### src/rtl/irq_timer.sv
// irq_timer: bus-mapped countdown timer raising a level interrupt.
// Define TIMER_ACK_EN to add the write-to-clear ACK register at addr 3.
module irq_timer #(
  parameter logic [31:0] CTRL_INIT = 32'h0000_0000
) (
  input  logic        clk,
  input  logic        reset,
  input  logic [3:2]  addr,
  input  logic        we,
  input  logic [31:0] din,
  output logic [31:0] dout,
  output logic        irq
);

  typedef enum logic [1:0] {
    IDLE,
    LOAD,
    CNT,
    INT
  } state_e;

  state_e      state_q, state_d;
  logic [3:0]  ctrl_q, ctrl_d;
  logic [31:0] preset_q, preset_d;
  logic [31:0] count_q, count_d;
  logic        flag_q, flag_d;

  logic       en;
  logic [1:0] mode;

  assign en   = ctrl_q[0];
  assign mode = ctrl_q[2:1];

  always_ff @(posedge clk) begin
    if (reset) begin
      state_q  <= IDLE;
      ctrl_q   <= CTRL_INIT[3:0];
      preset_q <= '0;
      count_q  <= '0;
      flag_q   <= 1'b0;
    end else begin
      state_q  <= state_d;
      ctrl_q   <= ctrl_d;
      preset_q <= preset_d;
      count_q  <= count_d;
      flag_q   <= flag_d;
    end
  end

  always_comb begin
    state_d  = state_q;
    ctrl_d   = ctrl_q;
    preset_d = preset_q;
    count_d  = count_q;
    flag_d   = flag_q;

    unique case (state_q)
      IDLE: begin
        if (en) state_d = LOAD;
      end
      LOAD: begin
        count_d = preset_q;
        state_d = CNT;
      end
      CNT: begin
        if (!en) begin
          state_d = IDLE;
        end else if (count_q > 32'd1) begin
          count_d = count_q - 32'd1;
        end else begin
          count_d = '0;
          flag_d  = 1'b1;
          state_d = INT;
        end
      end
      INT: begin
        if (mode == 2'b01) begin
          flag_d  = 1'b0;
          state_d = LOAD;
        end else begin
          ctrl_d[0] = 1'b0;
          state_d   = IDLE;
        end
      end
    endcase

    // Bus writes land after the FSM so they win any same-edge conflict
    if (we) begin
      case (addr)
        2'd0: begin
          ctrl_d = din[3:0];
          if (din[0]) flag_d = 1'b0;
        end
        2'd1: preset_d = din;
`ifdef TIMER_ACK_EN
        2'd3: flag_d = 1'b0;
`endif
        default: ;
      endcase
    end
  end

  always_comb begin
    dout = '0;
    case (addr)
      2'd0: dout = {28'b0, ctrl_q};
      2'd1: dout = preset_q;
      2'd2: dout = count_q;
`ifdef TIMER_ACK_EN
      2'd3: dout = {31'b0, flag_q};
`endif
      default: dout = '0;
    endcase
  end

  assign irq = flag_q & ctrl_q[3];

endmodule

### config.mk
export PLATFORM = sky130hd
export DESIGN_NAME = irq_timer
export DESIGN_NICKNAME = d
export VERILOG_FILES = /design/src/rtl/irq_timer.sv
export SDC_FILE = /design/constraint.sdc
export NUM_CORES = 1
export LEC_CHECK = 0
export ABC_AREA = 1
export ABC_CLOCK_PERIOD_IN_PS = 2050
export CAP_MARGIN = 15
export CORE_ASPECT_RATIO = 1.4
export CORE_MARGIN = 2
export CORE_UTILIZATION = 35
export DETAILED_ROUTE_END_ITERATION = 8
export PLACE_DENSITY_LB_ADDON = 0.2
export SYNTH_ARGS = -nofsm -noshare
export SYNTH_HDL_FRONTEND = slang
export SYNTH_SLANG_ARGS = --single-unit
### constraint.sdc
create_clock -name clk -period 2.05 [get_ports clk]
set_input_delay 0.615 -clock clk [delete_from_list [all_inputs] [get_ports clk]]
set_output_delay 0.615 -clock clk [all_outputs]
set_load 0.005 [all_outputs]
==> flow_summary_export.csv <==
group,metric,value,unit
outcome,outcome,"complete, no violations",
global_route,antenna_found_initial,0,
worst_setup_path,crit_slowest_cell,"buf_12",
routing,drtAntennaViolNets,0,
timing,max_freq,0.490,GHz
synth,yosys_warnings,0,
worst_setup_path,endpoint,"dout[30]",
cells_and_area,fin_nets,742,
worst_setup_path,critical_path_buf_inv_count,5,
run,drv_cap,0,
pwr,ir_drop,0.000405,V
worst_hold_path,hp-class,"reg2reg",
cells_and_area,final_common_cell,"o21ai_0",
clock_tree,clock_tree.buffer_depth,2,
timing,period_share,99.5,%
timing,finClkSkew,0.00461,ns
synth,synth_cells,621,
worst_setup_path,worstPathArrival,1.43,ns
clock_tree,cts_tree,"built",
placement,dp.cells,824,
worst_setup_path,r2r_end,"count_q[18]",
worst_setup_path,r2r_start,"count_q[1]",
routing,drt-wirelength-per-cell,15.3,microns
placement,gp_congestion,0.879,
cells_and_area,stdcell_count,851,
timing,rsz0062_at_grt,"yes",
routing,vias,4476,
clock_tree,h-tree-depth,3,
timing,setup_viol,0,
cells_and_area,antenna_cells,0,
worst_setup_path,worst-setup-path-type,"in2out",
synth,ys_types,25,
routing,routed_via_density,5.26,
clock_tree,path_clk_slew,0.05,ns
clock_tree,cts_buffers,9,
timing,maxSlewViolCount,0,
worst_setup_path,start_kind,"input port",
placement,hpwl,8.73,mm
routing,drt_iter0_markers,211,
synth,synth.net_count,660,
floorplanning,io_pins,70,
pwr,pwr_density_cell,813,nW/um^2
timing,finalHoldViolCount,0,
worst_setup_path,critical_path_depth,7,
worst_setup_path,critPathTopFamily,"buffers and inverters",
floorplanning,initial_core_util,35.8,%
floorplanning,die_w,94.8,microns
timing,relSlewSlack,75.9,%
synth,yosysSeqAreaShare,35.2,%
timing,tightest_slew,0.361,ns
clock_tree,clk_latency,0.33,ns
pwr,power.leakage,2.32,nW
worst_setup_path,worstPathCellList,"buf_8 -> inv_6 -> buf_6 -> nand2_8 -> buf_12 -> o22ai_2 -> buf_2",
floorplanning,dieArea,12400,sq um
clock_tree,clockRootBuffer,"clkbuf_16",
global_route,grt_pass1_vias,4372,
clock_tree,cts.sinks,71,
global_route,grt_pass1_wl,20.8,mm
worst_setup_path,worstSetupEndpointType,"output pin",
placement,io_buffers,69,
routing,routed_wl,13.0,mm
global_route,grt_util_all_layers,21.7,%
synth,syn_avg_cell_area,6.50,sq um
floorplanning,std_cell_rows,46,
worst_setup_path,cp_max_fo,12,
cells_and_area,final_cell_mix,"110 x o21ai_0, 86 x inv_1, 84 x nand2_1, 71 x a21oi_1, 71 x dfxtp_1",
worst_setup_path,regToRegSetupSlack,0.21,ns
worst_setup_path,startpoint,"addr[2]",
timing,whs,0.466,ns
clock_tree,ctsHoldBuffers,0,
global_route,grt_max_degree,43,
pwr,total_power,4.47,mW
routing,drc_errors,0,
floorplanning,core,11300,sq um
synth,synth_area,4040,sq um
cells_and_area,layout-drive-gt1-share,18.5,%
global_route,overflow,0,
worst_setup_path,critPathRequiredTime,1.43,ns
timing,setup_tns,0,ns
timing,period_needed,2.04,ns
cells_and_area,areaGrowthSynthToFinish,36.2,%
worst_hold_path,min_from,"preset_q[21]",
worst_setup_path,r2r_cells,10,
floorplanning,die_h,131,microns
routing,dr.pass1.iters,5,
worst_setup_path,critPathMaxStageDelay,0.17,ns
synth,ys_ff_latch,71,
## stage by stage
| step | util, % | setup WS (ns) | instance area [sq um] |
|---|---|---|---|
| CTS | 47.7 | 0.0173 | 5390 |
| finish | 48.7 | 0.00929 | 5500 |
| global placement | 44.1 | -0.784 | 4970 |
| global route | 48.7 | -0.0331 | 5500 |
| detailed placement | 44.1 | -0.823 | 4970 |
| floorplan | - | 0.0179 | 4040 |
## cell usage after synthesis
library cell / instances / area (sq um)
nor2_1: 58 / 218
ha_1: 2 / 25.0
a21oi_1: 71 / 355
o21ai_0: 110 / 551
inv_2: 3 / 11.3
nand3_2: 1 / 10.0
xor2_1: 9 / 78.8
buf_2: 5 / 25.0
and2_1: 1 / 6.26
dfxtp_1: 71 / 1420
nor2_2: 5 / 31.3
clkbuf_2: 1 / 5.00
inv_1: 88 / 330
o22ai_1: 28 / 175
nor2_4: 6 / 67.6
nor3_1: 1 / 5.00
buf_6: 3 / 33.8
nand2_1: 87 / 327
nand3_1: 32 / 160
o211ai_1: 1 / 7.51
nand4_1: 6 / 37.5
buf_1: 5 / 18.8
clkbuf_1: 17 / 63.8
nand2_2: 6 / 37.5
o221ai_1: 4 / 35.0
## worst min-delay path by stage
stage / endpoint / cells past startpoint
3_5_place_dp: preset_q[6] / 2
2_1_floorplan: preset_q[0] / 2
6_report: preset_q[21] / 2
4_1_cts: preset_q[28] / 2
3_3_place_gp: preset_q[25] / 2
5_1_grt: flag_q / 2
## logic make-up after synthesis
group | after synthesis | share of synthesized area, %
AOI/OAI and AO/OA | 214 | 27.8
and+or+nand+nor | 203 | 22.3
adders and majority gates | 2 | 0.620
buffers and inverters | 122 | 12.1
xor gates and xnor gates | 9 | 1.95
DFF | 71 | 35.2
## report_power, final
part | internal [mW] | switching [mW] | total (mW)
clock network | 0.845 | 0.559 | 1.40
registers | 1.47 | 0.0814 | 1.55
logic | 0.562 | 0.950 | 1.51
total | 2.88 | 1.59 | 4.47
## flip-flops by register name, indices dropped and copies added, names as in the netlist
name and count:
preset_q 32, count_q 32, state_q 2, flag_q 1
ctrl_q 4
## worst reg2reg max path, delay by kind of cell (launching register included)
kind / cells / cell delay (ns)
buffers and inverters: 2 / 0.33
and+or+nand+nor: 5 / 0.61
DFF: 1 / 0.30
adders and majority gates: 1 / 0.24
AOI/OAI and AO/OA: 2 / 0.25
## repair_timing
item | CTS | global route
gates cloned | 5 | 0
setup endpoints to repair | 44 | 28
gates resized for setup | 182 | 10
buffers inserted | 3 | 6
pin swaps | 4 | 2
## area by class of cell
cell class | count | area, sq um
Sequential cell | 71 | 1420
Timing Repair Buffer | 101 | 946
Multi-Input combinational cell | 429 | 2340
Inverter | 91 | 352
Clock inverter | 1 | 5.00
Clock buffer | 14 | 254
Tap cell | 144 | 180
Fill cell | 1173 | 5780
## metal layers
layer  routed length, microns  track usage (%)  vias to the layer above  share of wire, %
met5                        0                0                        -                 0
met4                      450             11.1                        0               3.5
met3                      695             4.17                       33               5.3
met2                     6670             38.5                      145                51
met1                     5220             24.6                     2069                40
li1                         -                -                     2229                 -
(Power assumes the default switching activity.)
==> patch: new RTL, config.mk and constraints unchanged <==
Add an input register stage for `addr`, `we` and `din`; this delays them by one clock.
--- a/src/rtl/irq_timer.sv
+++ b/src/rtl/irq_timer.sv
@@ -20,2 +20,12 @@
   } state_e;
+
+  logic [3:2] addr_q;
+  logic we_q;
+  logic [31:0] din_q;
+
+  always_ff @(posedge clk) begin
+    addr_q <= addr;
+    we_q   <= we;
+    din_q  <= din;
+  end
 
@@ -87,9 +97,9 @@
     // Bus writes land after the FSM so they win any same-edge conflict
-    if (we) begin
-      case (addr)
+    if (we_q) begin
+      case (addr_q)
         2'd0: begin
-          ctrl_d = din[3:0];
-          if (din[0]) flag_d = 1'b0;
+          ctrl_d = din_q[3:0];
+          if (din_q[0]) flag_d = 1'b0;
         end
-        2'd1: preset_d = din;
+        2'd1: preset_d = din_q;
 `ifdef TIMER_ACK_EN
@@ -104,3 +114,3 @@
     dout = '0;
-    case (addr)
+    case (addr_q)
       2'd0: dout = {28'b0, ctrl_q};
Formal check against the unedited RTL: not equivalent (Yosys sat finds a counterexample within 4 cycles, from zero or initial values and one cycle with reset high).
==> patch against the original RTL <==
  * Wire length grew 9.9%
  * Critical endpoint is now dout[3]
  * Hold slack gained 2.0 ps
  * Worst setup slack gained 42 ps
  * First-iteration DRC count grew 29%
  * Die area grew 20%
  * Non-clock buffer count shrank 10
  * Sequential cell count grew 35
  * Synthesized cell count grew 6.9%
  * Total power grew 25%
  * Highest routed layer unchanged
  * Synthesized area grew 21%
  * Critical path depth shrank 1
  * Final area grew 13%
==> patch: results (changes against the original RTL) <==
| Metric | Value |
|---|---|
| Status | `finished clean` |
| Root buf cell | `clkbuf_16` |
| Multi-input combinational area share | `0.390 (-0.0359)` |
| Nonclk buf count | `91 (-9.9%)` |
| FILL cells | `1416 (+21%)` |
| GP Congestion | `0.866 (-1.5%)` |
| Signal inverters | `96 (+5.5%)` |
| Slowest CP cell | `dfxtp_2` |
| Placed instance area | `5830 um2 (+17%)` |
| Final cell count without fillers | `926 (+8.8%)` |
| Distinct cells, synth | `24 (-4.0%)` |
| Switching share of power | `0.355 (-0.00131)` |
| Int Pwr | `3.60 mW (+25%)` |
| Final-layout clock-cell area share | `0.0471 (about the same)` |
| Leak | `2.53 nW (+9.1%)` |
| Clk pin slew, worst setup/hold paths | `70 ps (+20 ps)` |
| Comb pwr | `1.57 mW (+4%)` |
| Critical path arrival | `1380 ps (-50 ps)` |
| Multi-input logic area | `2420 um2 (+3.5%)` |
| Fraction of layout cells with a size suffix above 1 | `0.190 (+0.00499)` |
| YS warnings | `0 (unchanged)` |
| Commonest cells in the netlist | `o21ai_0 (113), dfxtp_1 (106), inv_1 (96)` |
| Syn_nets | `703 (+6.5%)` |
| Clk buf depth | `2 (unchanged)` |
| Crit Path Max Fanout | `13 (+1)` |
| Mapped Cells | `664 (+6.9%)` |
| Seq/Total Area, Yosys | `0.436 (+0.0839)` |
| Initial DRC Count | `273 (+29%)` |
| Inserted Diodes | `0 (unchanged)` |
| Buffers on Ports | `69 (unchanged)` |
| GRT Overall Usage | `0.190 (-0.0266)` |
| Worst path top cell family by delay | `buffers and inverters` |
| Ys flop type | `dfxtp_1` |
| Nets@finish | `775 (+4.4%)` |
| Peak supply drop | `0.392 mV (-3.2%)` |
| Largest net degree at the start of global routing | `44 (+2.3%)` |
| Reg power frac | `0.412 (+0.064)` |
| Post-Route WL | `14300 um (+9.9%)` |
| Clk_lat worst skew | `350 ps (+20 ps)` |
| First-pass GRT wire length | `22800 um (+9.3%)` |
| Clock buffer count | `9 (-5)` |
| Non-clock buffering overhead | `0.125 (-0.0466)` |
| Sequential cell area share | `0.342 (+0.0835)` |
| Via-to-Cell Ratio | `4.95 (-5.9%)` |
| Slowest stage delay, CP | `340 ps (+170 ps)` |
| Top flop regs | `count_q x32, din_q x32, preset_q x32` |
| Pre-CTS WS | `-91.4 ps (+731 ps)` |
| First-pass DRT Iterations | `4 (-1)` |
| Number of global-route vias before repair | `4485 (+2.6%)` |
| Slew @ Worst Pin | `584 ps (+224 ps)` |
| Die ar. | `14900 um2 (+20%)` |
| Top post-synthesis cells by area | `dfxtp_1 (44%), o21ai_0 (12%), inv_1 (7.4%)` |
| Inst Count DP | `907 (+10%)` |
| Number of multi-input logic gates | `432 (+0.70%)` |
| Min-Delay Path Class | `flip-flop to flip-flop` |
| Skew final | `6.97 ps (+2.36 ps)` |
| DP HPWL | `10100 um (+15%)` |
| Clock sink total | `106 (+49%)` |
-- patch: cells by family after synthesis --
kind of cell,count (synthesis),share of synthesized area
fa+ha+maj,2,0.00514
buf+inv,127,0.104
flops,106,0.436
xor+xnor,8,0.0144
simple gates,201,0.195
compound gates,220,0.246
-- patch: routing by layer --
metal  global-route usage  wire length, um  vias to the layer above
li1                     -                -                     2344
met4               0.0619              232                        0
met5                    0                0                        -
met1                0.234             6280                     2130
met2                0.337             7220                       96
met3               0.0367              585                       12
-- patch: path summary, 6_finish.rpt --
| path | start | end | slack (ps) | cells after the start |
|---|---|---|---|---|
| worst max-delay path | addr_q[2] | dout[3] | 50 | 6 |
| worst min-delay path | preset_q[4] | preset_q[4] | 470 | 2 |
| worst max register to register | count_q[1] | count_q[16] | 210 | 9 |
| worst min register to register | preset_q[4] | preset_q[4] | 470 | 2 |
-- patch: repair_timing --
action | CTS | global route
resized for setup | 89 | 68
cloned | 1 | 1
pin swaps | 1 | 1
buffers inserted | 0 | 1
setup endpoints to repair | 34 | 32
